### config.mk
export PLATFORM = sky130hd
export DESIGN_NAME = proyecto_v2_fir
export DESIGN_NICKNAME = d
export VERILOG_FILES = /design/src/rtl/proyecto_v2_fir.sv
export SDC_FILE = /design/constraint.sdc
export NUM_CORES = 1
export LEC_CHECK = 0
export CAP_MARGIN = 40
export CORE_MARGIN = 3
export CORE_UTILIZATION = 64
export DETAILED_ROUTE_END_ITERATION = 12
export PLACE_DENSITY = 0.88
export SKIP_CTS_REPAIR_TIMING = 1
export SLEW_MARGIN = 20
export SYNTH_ARGS = -nofsm -noshare
export SYNTH_HDL_FRONTEND = slang
export SYNTH_SLANG_ARGS = --single-unit
### constraint.sdc
create_clock -name clk -period 19.5 [get_ports clk]
set_input_delay 3.9 -clock clk [delete_from_list [all_inputs] [get_ports clk]]
set_output_delay 3.9 -clock clk [all_outputs]
set_load 0.01 [all_outputs]
### src/rtl/proyecto_v2_fir.sv
// 16-tap programmable FIR: coefficients are loaded one strobe at a time, and each
// accepted sample is filtered by a single time-shared MAC. Optional clamp: FIR_SATURATE_EN.
module proyecto_v2_fir (
  input  logic        clk,
  input  logic        rst,
  input  logic [11:0] data_in,
  input  logic [11:0] coef_in,
  input  logic        pulsador_carga_coef_i,
  input  logic        send_i,
  input  logic        cambio_coef_i,
  output logic [15:0] dato_out,
  output logic        led_full
);

  localparam int N_TAPS = 16;
  localparam int DW     = 12;
  localparam int PW     = 24;
  localparam int AW     = 28;

  typedef enum logic [1:0] {
    S_IDLE,
    S_LOAD,
    S_RUN,
    S_MAC
  } state_t;

  state_t state_q, state_d;

  // Strobe edge detection
  logic carga_q, send_q, cambio_q;
  logic carga_ev, send_ev, cambio_ev;

  assign carga_ev  = pulsador_carga_coef_i & ~carga_q;
  assign send_ev   = send_i & ~send_q;
  assign cambio_ev = cambio_coef_i & ~cambio_q;

  // NOTE: sequential state is always updated with non-blocking assignments so every
  // flop samples the pre-edge values of its neighbours.
  always_ff @(posedge clk or posedge rst) begin
    if (rst) begin
      carga_q  <= 1'b0;
      send_q   <= 1'b0;
      cambio_q <= 1'b0;
    end else begin
      carga_q  <= pulsador_carga_coef_i;
      send_q   <= send_i;
      cambio_q <= cambio_coef_i;
    end
  end

  // Datapath storage
  logic signed [DW-1:0] coef_q [N_TAPS];
  logic signed [DW-1:0] x_q    [N_TAPS];
  logic [3:0]           idx_q;
  logic [4:0]           tap_q;
  logic signed [AW-1:0] acc_q;

  // Control strobes from the FSM
  logic       coef_we;
  logic       shift_en;
  logic       mac_en;
  logic       out_en;
  logic       full_set;
  logic       full_clr;
  logic [3:0] wr_idx;

  always_ff @(posedge clk or posedge rst) begin
    if (rst) state_q <= S_IDLE;
    else     state_q <= state_d;
  end

  always_comb begin
    // NOTE: every signal driven here gets a default first, so no path can infer a latch.
    state_d  = state_q;
    coef_we  = 1'b0;
    shift_en = 1'b0;
    mac_en   = 1'b0;
    out_en   = 1'b0;
    full_set = 1'b0;
    full_clr = 1'b0;

    if (carga_ev) begin
      // Restart wins over everything, including a MAC in flight.
      state_d  = S_LOAD;
      full_clr = 1'b1;
      coef_we  = cambio_ev;
    end else begin
      unique case (state_q)
        S_LOAD: begin
          if (cambio_ev) begin
            coef_we = 1'b1;
            if (idx_q == 4'd15) begin
              full_set = 1'b1;
              state_d  = S_RUN;
            end
          end
        end
        S_RUN: begin
          if (send_ev) begin
            shift_en = 1'b1;
            state_d  = S_MAC;
          end
        end
        S_MAC: begin
          if (tap_q == 5'd16) begin
            out_en  = 1'b1;
            state_d = S_RUN;
          end else begin
            mac_en = 1'b1;
          end
        end
        default: ;
      endcase
    end
  end

  assign wr_idx = carga_ev ? 4'd0 : idx_q;

  // NOTE: coefficients and taps are plain flops (not a RAM), so they take the
  // asynchronous reset like any other register and start at zero.
  always_ff @(posedge clk or posedge rst) begin
    if (rst) begin
      for (int k = 0; k < N_TAPS; k++) begin
        coef_q[k] <= '0;
        x_q[k]    <= '0;
      end
      idx_q <= '0;
    end else begin
      if (coef_we) coef_q[wr_idx] <= coef_in;
      if (carga_ev)     idx_q <= cambio_ev ? 4'd1 : 4'd0;
      else if (coef_we) idx_q <= idx_q + 4'd1;
      if (shift_en) begin
        for (int k = N_TAPS - 1; k > 0; k--) x_q[k] <= x_q[k-1];
        x_q[0] <= data_in;
      end
    end
  end

  // One tap per cycle through a single multiplier
  logic signed [DW-1:0] c_sel, x_sel;
  logic signed [PW-1:0] c_ext, x_ext, prod;

  assign c_sel = coef_q[tap_q[3:0]];
  assign x_sel = x_q[tap_q[3:0]];
  assign c_ext = {{(PW-DW){c_sel[DW-1]}}, c_sel};
  assign x_ext = {{(PW-DW){x_sel[DW-1]}}, x_sel};
  assign prod  = c_ext * x_ext;

  always_ff @(posedge clk or posedge rst) begin
    if (rst) begin
      acc_q <= '0;
      tap_q <= '0;
    end else if (shift_en) begin
      acc_q <= '0;
      tap_q <= '0;
    end else if (mac_en) begin
      acc_q <= acc_q + {{(AW-PW){prod[PW-1]}}, prod};
      tap_q <= tap_q + 5'd1;
    end
  end

  // Output scaling: acc >>> 11 occupies acc bits [27:11]
  logic [15:0] out_d;

`ifdef FIR_SATURATE_EN
  logic [16:0] res;
  assign res = acc_q[AW-1:11];
  always_comb begin
    out_d = res[15:0];
    if (res[16] != res[15]) out_d = res[16] ? 16'h8000 : 16'h7FFF;
  end
`else
  assign out_d = acc_q[26:11];
`endif

  always_ff @(posedge clk or posedge rst) begin
    if (rst) begin
      dato_out <= '0;
      led_full <= 1'b0;
    end else begin
      if (out_en)        dato_out <= out_d;
      if (full_clr)      led_full <= 1'b0;
      else if (full_set) led_full <= 1'b1;
    end
  end

endmodule

==> flow_summary.toml <==
[status]
outcome = "finished, final reports clean"

[layout]
nFillCells = 2367
synthToLayoutAreaGrowth_pct = 9.821
final_nets = 2253
multi_input_comb_area_sq_mm = 0.01388
final_layout_size_suffix_gt1_share_pct = 31.65
insertedDiodeCount = 0
stdcell_count = 2563
ff_latch_area_sq_mm = 0.01107

[synth]
synth-async-reset-ratio_pct = 100.0
ys_seq_area_share_pct = 42.37
synth.avg_cell_area_sq_um = 13.09
synth_xor_area_share_pct = 1.759
syn_inst = 1994
synth_flop_cell = "dfrtp_1"
synth_top_area_cell = "dfrtp_1"
synthAdderAreaFrac_pct = 14.49
yosys.area.top_type_share_pct = 42.37
synthDistinctLibCells = 60
syn_area_sq_mm = 0.02610
yosys.area_share.simple_pct = 5.771
synth_edf_count = 0
synth.area.mux_share_pct = 27.66
yosysMostFrequentCell = "dfrtp_1"
ys_warn_count = 0
synth_top_family_by_area = "multiplexers"
ys_ff_latch = 442
postSynthNetCount = 2242
synth-compound-area-share_pct = 3.398
synthTopCellsByArea = "dfrtp_1 (42%), mux2_2 (17%), fa_1 (11%), mux4_2 (9.9%), ha_1 (3.8%)"
synth_common_cells = "dfrtp_1 (442), mux2_2 (405), inv_1 (182)"

[timing]
rsz0062_at_grt = "no"
slew_viol_final = 0
finalHoldViolations = 0
finalCritPeriodShare_pct = 52.10
finalCriticalPeriod_ns = 10.16
max_slew.worst_pin.slew_ns = 0.8573
max_freq_mhz = 98.42
setup_viol = 0
skew_ns = 0.03835
relSlewSlack_pct = 42.71
setup_tns_ns = 0

[setup_path]
crit_path_start_kind = "register"
end_kind = "register"
r2r_start = "tap_q[0]"
reg2reg_slack_ns = 9.34
cpMostUsedCell = "fa_1"
crit_fanout = 39
cp_slowest_cell = "buf_4"
cp-startpoint = "tap_q[0]"
arrival_ns = 10.68
cp_data_required_time_ns = 20.02
crit_type = "register to register"
critPathMaxStageDelay_ns = 0.69

[global_routing]
grt_usage_pct = 27.88
grt_max_degree = 205
grt_pass1_wl_microns = 96120
antenna_found_initial = 0
grt_overflow = 0
first_global_vias = 17770

[drt]
ant_nets = 0
via_per_inst = 6.386
first_pass_iters = 5
wire_per_inst_microns = 23.48
route.detailed.drc = 0
drt_iter0_markers = 1423
num_vias = 16370
wirelength_microns = 60170

[min_path]
hold_path_startpoint = "coef_q[13]"
hold_path.class = "register to register"

[clock_network]
h-tree-depth = 2
cts_tree = "yes"
cts_inserted_buffers = 44
clk_pin_slew_ns = 0.06
cts_sinks = 442
cts_max_path_buffers = 3
root_buffer = "clkbuf_16"
clk_latency_ns = 0.59

[placement]
portBuffers = 45
gp_congestion = 0.8909
dp_cells = 2479
place_hpwl_microns = 38600

[die]
start_util_pct = 65.25
fp-row-count = 73
die_h_microns = 208.0
die-width_microns = 208.0
coreArea_sq_mm = 0.04001
io_pins = 46
die_area_sq_mm = 0.04325

[flow_run]
drv_cap = 0
layer usage:
| metal | vias up | GRT usage, % | share of wire (%) |
|---|---|---|---|
| met2 | 679 | 46.33 | 50 |
| li1 | 6931 | - | - |
| met3 | 182 | 4.403 | 5.8 |
| met1 | 8575 | 36.96 | 40 |
| met5 | - | 0 | 0 |
| met4 | 0 | 12.28 | 4.3 |
cell usage in the layout, fill, tap and decap left out, types with 3 or more instances in the layout:
cell type / netlist / layout
nor3b_1: 3 / 3
dfrtp_1: 442 / 439
nor2b_1: 33 / 29
xor2_1: 24 / 24
xnor2_1: 24 / 24
a21o_1: 16 / 16
mux2i_1: 7 / 7
clkbuf_8: 0 / 9
inv_1: 182 / 181
buf_8: 0 / 8
nand4_1: 8 / 8
nor2b_2: 0 / 4
bufinv_16: 0 / 3
mux2_2: 405 / 405
o21bai_1: 6 / 6
clkbuf_1: 66 / 8
nor2_1: 54 / 51
clkbuf_16: 0 / 44
clkdlybuf4s50_1: 0 / 45
a22o_1: 7 / 7
o21ai_1: 3 / 3
nand2b_1: 18 / 18
clkinv_2: 0 / 10
o21ai_0: 42 / 42
fa_1: 139 / 139
buf_16: 0 / 5
and2_1: 23 / 23
a21oi_1: 35 / 35
ha_1: 80 / 80
or3_1: 3 / 3
and3_1: 7 / 7
nor2_2: 1 / 3
buf_4: 2 / 18
mux4_2: 115 / 115
nand2_1: 137 / 137
nor3_1: 7 / 6
o21a_1: 3 / 3
nand3_1: 18 / 18
cell type report:
type / instances / area share, %
Clock inverter: 18 / 0.7158
Timing Repair Buffer: 80 / 3.160
Clock buffer: 61 / 4.378
Sequential cell: 442 / 38.61
Multi-Input combinational cell: 1255 / 48.43
Tap cell: 525 / 2.291
Inverter: 182 / 2.409
flip-flops by register name, indices dropped and copies added, names as in the netlist:
signal,count
idx_q,4
dato_out,16
x_q,192
carga_q,1
tap_q,5
led_full,1
send_q,1
cambio_q,1
acc_q,27
coef_q,192
state_q,2
logic make-up (layout without fill, tap and decap cells):
family	count (synthesis)	in the layout
xor gates and xnor gates	50	50
DFF	442	442
AOI/OAI and AO/OA	139	139
buffers and inverters	297	341
adders and majority gates	219	219
and+or+nand+nor	320	320
muxes	527	527
metrics by stage:
step / util, % / worst slack, ns / hold slack, ns / area (sq um)
2_1_floorplan: - / 3.285 / 0.4563 / 26100
3_3_place_gp: 67.26 / 9.470 / 0.4714 / 26910
3_5_place_dp: 67.73 / 9.522 / 0.4807 / 27090
4_1_cts: 71.38 / 9.351 / 0.4976 / 28550
5_1_grt: 71.66 / 8.699 / 0.5156 / 28670
6_report: 71.66 / 9.340 / 0.5007 / 28670
critical path, delay by kind of cell, from the launching register on:
family / cells / cell delay, ns
compound gates: 9 / 2.37
xor+xnor: 2 / 0.31
fa+ha+maj: 7 / 3.19
buf+inv: 6 / 1.52
flops: 1 / 0.61
mux: 2 / 1.28
simple gates: 4 / 0.71
worst paths after layout:
check | end | cells after the start
worst min register to register | coef_q[13] | 1
worst min-delay path | coef_q[13] | 1
worst max register to register | acc_q[26] | 30
worst max-delay path | acc_q[26] | 30
min in group asynchronous | dato_out[2] | 2
max in group asynchronous | coef_q[66] | 5
Power is not shown: default switching activity piles up to over one toggle a cycle in this logic, so the estimate is an artifact.
